$ cat src/rtl/ukf_mem_pkg.sv
// ukf_mem_pkg: shared memory geometry and transfer states for the UKF matrix reader and result writer.
package ukf_mem_pkg;
  localparam int ELEM_W = 32;
  localparam int LANES = 4;
  localparam int WORD_W = 128;
  localparam int MAX_N = 16;
  localparam int ADDR_W = 10;
  typedef enum logic [1:0] {IDLE, READ, DRAIN, DONE} state_t;
endpackage

$ cat src/rtl/matrix_reader_wordbuf.sv
// matrix_reader_wordbuf: 2-entry 128-bit word FIFO with a lane pointer into the head word.
module matrix_reader_wordbuf
  import ukf_mem_pkg::*;
(
  input  logic              clock,
  input  logic              reset,
  input  logic              i_push,
  input  logic [WORD_W-1:0] i_din,
  input  logic              i_pop,
  input  logic              i_adv,
  output logic [WORD_W-1:0] o_head,
  output logic [WORD_W-1:0] o_second,
  output logic [1:0]        o_count,
  output logic [1:0]        o_lane
);
  logic [WORD_W-1:0] r_mem [2];
  logic r_wp, r_rp;
  logic [1:0] r_cnt, r_lane;
  always_ff @(posedge clock or posedge reset) begin
    if (reset) begin
      r_wp <= 1'b0;
      r_rp <= 1'b0;
      r_cnt <= 2'd0;
      r_lane <= 2'd0;
    end else begin
      if (i_push) r_wp <= ~r_wp;
      if (i_pop) r_rp <= ~r_rp;
      r_cnt <= r_cnt + 2'(i_push) - 2'(i_pop);
      r_lane <= i_pop ? 2'd0 : r_lane + 2'(i_adv);
    end
  end
  always_ff @(posedge clock) begin
    if (i_push) r_mem[r_wp] <= i_din;
  end
  assign o_head = r_mem[r_rp];
  assign o_second = r_mem[~r_rp];
  assign o_count = r_cnt;
  assign o_lane = r_lane;
endmodule

$ cat src/rtl/matrix_reader.sv
// matrix_reader: streams an NxN matrix of 32-bit elements from 128-bit memory words with row/col tags.
module matrix_reader #(
  parameter int ADDR_W = ukf_mem_pkg::ADDR_W,
  parameter int MAX_N = ukf_mem_pkg::MAX_N
) (
  input  logic                            clock,
  input  logic                            reset,
  input  logic                            start,
  input  logic [4:0]                      matrix_size,
  input  logic [ADDR_W-1:0]               base_address,
  output logic [ADDR_W-1:0]               address,
  output logic                            read,
  input  logic [ukf_mem_pkg::WORD_W-1:0]  readdata,
  output logic                            chipselect2,
  output logic                            clken2,
  output logic [15:0]                     byteenable,
  output logic                            write,
  output logic [ukf_mem_pkg::ELEM_W-1:0]  out_data,
  output logic                            out_valid,
  input  logic                            out_ready,
  output logic [3:0]                      out_row,
  output logic [3:0]                      out_col,
  output logic                            out_diag,
  output logic                            out_last,
  output logic                            busy,
  output logic                            done
);
  import ukf_mem_pkg::*;
  state_t r_state, w_state_nx;
  logic [4:0] r_n, w_n;
  logic [9:0] w_nn;
  logic [8:0] r_nn, r_k, w_k_nx, w_nn_nx;
  logic [6:0] r_words, r_wcnt, w_words;
  logic [ADDR_W-1:0] r_addr;
  logic [ELEM_W-1:0] r_data;
  logic [3:0] r_row, r_col, w_row_nx, w_col_nx;
  logic r_read, r_rvalid, r_valid, r_diag, r_last, r_busy, r_done;
  logic w_idle, w_load, w_hs, w_pop, w_read_nx, w_valid_nx, w_act_nx, w_col_wrap;
  logic [1:0] w_cnt, w_cnt_nx, w_lane, w_lane_nx;
  logic [WORD_W-1:0] w_head, w_second, w_head_nx;

  matrix_reader_wordbuf u_buf (
    .clock(clock), .reset(reset), .i_push(r_rvalid), .i_din(readdata), .i_pop(w_pop),
    .i_adv(w_hs), .o_head(w_head), .o_second(w_second), .o_count(w_cnt), .o_lane(w_lane)
  );

  assign w_n = (matrix_size > 5'(MAX_N)) ? 5'(MAX_N) : matrix_size;
  assign w_nn = 10'(w_n) * 10'(w_n);
  assign w_words = 7'((w_nn + 10'd3) >> 2);
  assign w_idle = r_state == IDLE;
  assign w_load = w_idle && start;
  assign w_nn_nx = w_load ? w_nn[8:0] : r_nn;
  assign w_hs = r_valid && out_ready;
  assign w_pop = w_hs && (w_lane == 2'(LANES - 1) || r_k == r_nn - 9'd1);

  always_comb begin
    w_state_nx = r_state;
    unique case (r_state)
      IDLE:    w_state_nx = start ? (w_n == 5'd0 ? DONE : READ) : IDLE;
      READ:    w_state_nx = (r_read && r_wcnt + 7'd1 == r_words) ? DRAIN : READ;
      DRAIN:   w_state_nx = (w_hs && r_last) ? DONE : DRAIN;
      default: w_state_nx = IDLE;
    endcase
  end

  // Credit check looks at next-cycle occupancy so the registered strobe never overfills the buffer.
  assign w_cnt_nx = w_cnt + 2'(r_rvalid) - 2'(w_pop);
  assign w_act_nx = w_state_nx == READ || w_state_nx == DRAIN;
  assign w_read_nx = w_state_nx == READ && 3'(w_cnt_nx) + 3'(r_read) < 3'd2;
  assign w_valid_nx = w_act_nx && w_cnt_nx != 2'd0;
  assign w_head_nx = w_pop ? (w_cnt == 2'd2 ? w_second : readdata) : (w_cnt == 2'd0 ? readdata : w_head);
  assign w_lane_nx = w_pop ? 2'd0 : w_lane + 2'(w_hs);
  assign w_col_wrap = {1'b0, r_col} == r_n - 5'd1;
  assign w_k_nx = w_idle ? 9'd0 : r_k + 9'(w_hs);
  assign w_col_nx = w_idle ? 4'd0 : !w_hs ? r_col : w_col_wrap ? 4'd0 : r_col + 4'd1;
  assign w_row_nx = w_idle ? 4'd0 : (w_hs && w_col_wrap) ? r_row + 4'd1 : r_row;

  always_ff @(posedge clock or posedge reset) begin
    if (reset) begin
      r_state <= IDLE;
      r_n <= 5'd0;
      r_nn <= 9'd0;
      r_words <= 7'd0;
      r_wcnt <= 7'd0;
      r_addr <= '0;
      r_read <= 1'b0;
      r_rvalid <= 1'b0;
      r_k <= 9'd0;
      r_row <= 4'd0;
      r_col <= 4'd0;
      r_valid <= 1'b0;
      r_data <= '0;
      r_diag <= 1'b0;
      r_last <= 1'b0;
      r_busy <= 1'b0;
      r_done <= 1'b0;
    end else begin
      r_state <= w_state_nx;
      if (w_load) begin
        r_n <= w_n;
        r_nn <= w_nn[8:0];
        r_words <= w_words;
      end
      r_wcnt <= w_idle ? 7'd0 : r_wcnt + 7'(r_read);
      r_addr <= w_load ? base_address : r_addr + ADDR_W'(r_read);
      r_read <= w_read_nx;
      r_rvalid <= r_read;
      r_k <= w_k_nx;
      r_row <= w_row_nx;
      r_col <= w_col_nx;
      r_valid <= w_valid_nx;
      if (w_valid_nx) r_data <= w_head_nx[w_lane_nx * ELEM_W +: ELEM_W];
      r_diag <= w_act_nx && w_row_nx == w_col_nx;
      r_last <= w_act_nx && w_k_nx == w_nn_nx - 9'd1;
      r_busy <= w_state_nx != IDLE;
      r_done <= w_state_nx == DONE;
    end
  end

  assign address = r_addr;
  assign read = r_read;
  assign chipselect2 = r_busy;
  assign busy = r_busy;
  assign clken2 = 1'b1;
  assign byteenable = 16'hFFFF;
  assign write = 1'b0;
  assign out_data = r_data;
  assign out_valid = r_valid;
  assign out_row = r_row;
  assign out_col = r_col;
  assign out_diag = r_diag;
  assign out_last = r_last;
  assign done = r_done;
endmodule

$ cat config.mk
export PLATFORM = sky130hd
export DESIGN_NAME = matrix_reader
export DESIGN_NICKNAME = d
export VERILOG_FILES = /design/src/rtl/ukf_mem_pkg.sv /design/src/rtl/matrix_reader_wordbuf.sv /design/src/rtl/matrix_reader.sv
export SDC_FILE = /design/constraint.sdc
export NUM_CORES = 1
export LEC_CHECK = 0
export CAP_MARGIN = 20
export CORE_UTILIZATION = 40
export DETAILED_ROUTE_END_ITERATION = 10
export GPL_TIMING_DRIVEN = 0
export PLACE_DENSITY = 0.6
export SLEW_MARGIN = 30
export SYNTH_ARGS = -nofsm -noshare
export SYNTH_HDL_FRONTEND = slang
export SYNTH_SLANG_ARGS = --single-unit
$ cat constraint.sdc
create_clock -name clock -period 8.5 [get_ports clock]
set_clock_uncertainty 0.2 [all_clocks]
set_input_delay 2.55 -clock clock [delete_from_list [all_inputs] [get_ports clock]]
set_output_delay 2.55 -clock clock [all_outputs]
set_load 0.1 [all_outputs]
==> impl_metrics.yaml <==
cts:
  cts_setup_buffers: 0
  clock_latency_ps: 560
  cts_max_level: 2
  cts_root_buf: "clkbuf_16"
  cts.path.max_buffers: 3
  cts_buffers: 41
  path_clk_slew_ps: 50
  cts_resized: 0
  cts_sinks: 358
  hold_buffers: 0
  cts_tree: "done"
logic_synthesis:
  yosys.cell_types.count: 63
  synthSimpleGateAreaFrac: 0.104
  synth-adder-area-share: 0.0224
  synth_seq_cells: 358
  synth_area_leader_cell: "edfxtp_1"
  ys_warn_count: 0
  synth_most_common_cell: "edfxtp_1"
  synth-xor-area-share: 0.0362
  syn_area_sq_mm: 0.0177
  synthFlopType: "edfxtp_1"
  synth_compound_area_frac: 0.0902
  yosys-top-cells-area: "edfxtp_1, dfrtp_1, mux2i_1, nor2_1, a21oi_1"
  syn_area_per_cell_sq_um: 12.1
  ys_top_cells_by_count: "edfxtp_1, nor2_1, a21oi_1"
  synth_edf_count: 256
  synth_top_family_by_area: "multiplexers"
  ys_seq_area_frac: 0.578
  synth_top_area_frac: 0.434
  synthCells: 1470
  async_flop_share: 0.285
  synth_mux_area_frac: 0.133
place:
  io_buffers: 203
  gp_congestion: 0.825
  dpl.hpwl_mm: 35.6
grt:
  grt_pass1_wl_mm: 76.7
  grt_overflow: 0
  antenna_found_initial: 4
  grt_use_total: 0.227
  grt_max_degree: 68
  grt_use_met2: 0.362
  grtUsageMet1: 0.317
  grt_pass1_vias: 12900
  met3_usage: 0.0393
  top_usage_layer: "met2"
setup_path:
  critPathLaunchType: "primary input"
  crit_path_top_delay_cell: "clkbuf_1"
  required_ps: 8790
  cp_max_fo: 11
  crit_path_end_kind: "register"
  arrival_ps: 7940
  max_stage_delay_ps: 610
  worstPathCellList: "clkdlybuf4s50_1 > and2_1 > clkbuf_1 > o2111ai_1 > a2111oi_2 > o21ai_1 > nand2_1 > buf_2 > ha_1 > inv_1 > ha_1 > xnor2_1 > xnor2_1 > o21ai_1 > clkbuf_1 > clkbuf_1 > a221o_1"
  critical_path.most_common_cell: "clkbuf_1"
  crit_type: "primary input to register"
pwr:
  peakVddDrop_v: 0.000237
  p_per_area_mw_per_mm2: 400
  power.total_w: 0.00889
  p_leak_nw: 8.48
floorplan:
  rows: 76
  die_y_um: 213
  die_area_sq_mm: 0.0452
  ioPinCount: 222
  core-area_sq_mm: 0.0434
  initial_core_util: 0.409
  die_w_um: 213
detailed_routing:
  drc: 0
  via_per_inst: 5.44
  drtPass1Iterations: 5
  finalWirelength_mm: 50.4
  drt_iter0_markers: 1033
  drtAntennaViolNets: 0
  wire_per_inst_um: 21.3
  num_vias: 12900
job:
  maxCapViolCount: 0
sta:
  hold_violations: 0
  max_slew_margin: 0.340
  period_share: 0.900
  rsz0062_at_grt: "false"
  min_period_ps: 7650
  timing.fmax_mhz: 131
  final_max_slew_viol_count: 0
  tightest_slew_ps: 986
  setup_violations: 0
  fin_setup_tns_ps: 0
  hold_ws_ps: 301
layout:
  drive_gt1_frac: 0.0855
  final_nets: 1925
  area_growth_syn_to_layout_pct: 25.4
min_path:
  hold_path.class: "register to register"
outcome:
  outcome: "complete, no violations"
==> cell families (layout without fill, tap and decap cells) <==
| logic type | Yosys count | count (layout) |
|---|---|---|
| AO/OA/AOI/OAI | 262 | 262 |
| multiplexers | 196 | 196 |
| flip-flops | 358 | 358 |
| AND/OR/NAND/NOR | 409 | 409 |
| other | 2 | 24 |
| adder cells (fa/ha/maj) | 30 | 30 |
| XOR/XNOR | 70 | 70 |
| buffers and inverters | 143 | 432 |
==> power breakdown <==
part,switching [W],internal (W)
Combinational,0.00302,0.00166
Sequential,0.000224,0.00226
Clock,0.000703,0.00103
Total,0.00395,0.00495
==> worst max-delay path, delay by kind of cell <==
family / cells / cell delay [ps]
AO/OA/AOI/OAI: 5 / 1740
XOR/XNOR: 2 / 280
adder cells (fa/ha/maj): 2 / 430
buffers and inverters: 6 / 2520
AND/OR/NAND/NOR: 2 / 390
==> placed cells by master, fill, tap and decap left out, types with 5 or more instances in the layout <==
cell,count
a21oi_1,172
a221o_1,34
a31oi_1,7
and2_1,9
and3_1,9
buf_1,12
buf_16,10
buf_2,13
buf_4,19
clkbuf_1,79
clkbuf_16,43
clkbuf_2,5
clkbuf_8,8
clkdlybuf4s50_1,202
clkinv_2,5
conb_1,21
dfrtp_1,102
edfxtp_1,256
ha_1,27
inv_1,26
mux2i_1,164
mux4_2,32
nand2_1,54
nand2b_1,7
nand3_1,15
nand4_1,7
nor2_1,236
nor3_1,7
nor4_1,35
o21ai_0,19
xnor2_1,40
xor2_1,28
==> flip-flops by register name, summed over array words and instances, names as in the netlist, 2 cells and up <==
name,flops
r_state,2
u_buf.o_lane,2
out_col,4
r_k,9
u_buf.r_mem,256
r_words,7
out_row,4
r_wcnt,7
r_nn,9
r_n,5
out_data,32
u_buf.o_count,2
address,10
==> routing by layer <==
| metal | share of wire | vias up | routed length [um] |
|---|---|---|---|
| met3 | 0.068 | 74 | 3410 |
| met2 | 0.47 | 462 | 23600 |
| li1 | - | 5948 | - |
| met5 | 0.00028 | - | 14 |
| met4 | 0.020 | 2 | 1000 |
| met1 | 0.44 | 6374 | 22400 |
==> area by class of cell <==
cell class / count / area [sq um]
Antenna cell: 3 / 7.51
Buffer: 116 / 536
Clock buffer: 63 / 1230
Clock inverter: 10 / 80.1
Fill cell: 3899 / 21100
Inverter: 27 / 109
Multi-Input combinational cell: 988 / 6940
Sequential cell: 358 / 10200
Tap cell: 585 / 732
Timing Repair Buffer: 216 / 2360
==> per-stage QoR <==
step | setup WS [ps] | instances | utilization | area (sq um)
5_1_grt | 526 | 2365 | 0.513 | 22200
4_1_cts | 889 | 2363 | 0.512 | 22200
3_5_place_dp | 307 | 2290 | 0.482 | 20900
6_report | 850 | 2366 | 0.513 | 22200
3_3_place_gp | -2420 | 2277 | 0.474 | 20600
2_1_floorplan | 1610 | 1489 | - | 17800
==> worst paths after layout <==
check                                        from                  endpoint  slack [ps]  cells past startpoint
max reg2reg                     r_nn[0]$_DFF_PP0_  out_data[21]$_DFFE_PP0P_        2870                     19
min                        r_words[5]$_DFFE_PP0P_    r_words[5]$_DFFE_PP0P_         300                      2
min reg2reg                r_words[5]$_DFFE_PP0P_    r_words[5]$_DFFE_PP0P_         300                      2
max in group asynchronous                   reset    u_buf.r_wp$_DFFE_PP0P_        5270                      3
min in group asynchronous                   reset  out_data[25]$_DFFE_PP0P_        2180                      2
max                                     out_ready  out_data[21]$_DFFE_PP0P_         850                     17
Power figures use the tool's default switching activity.
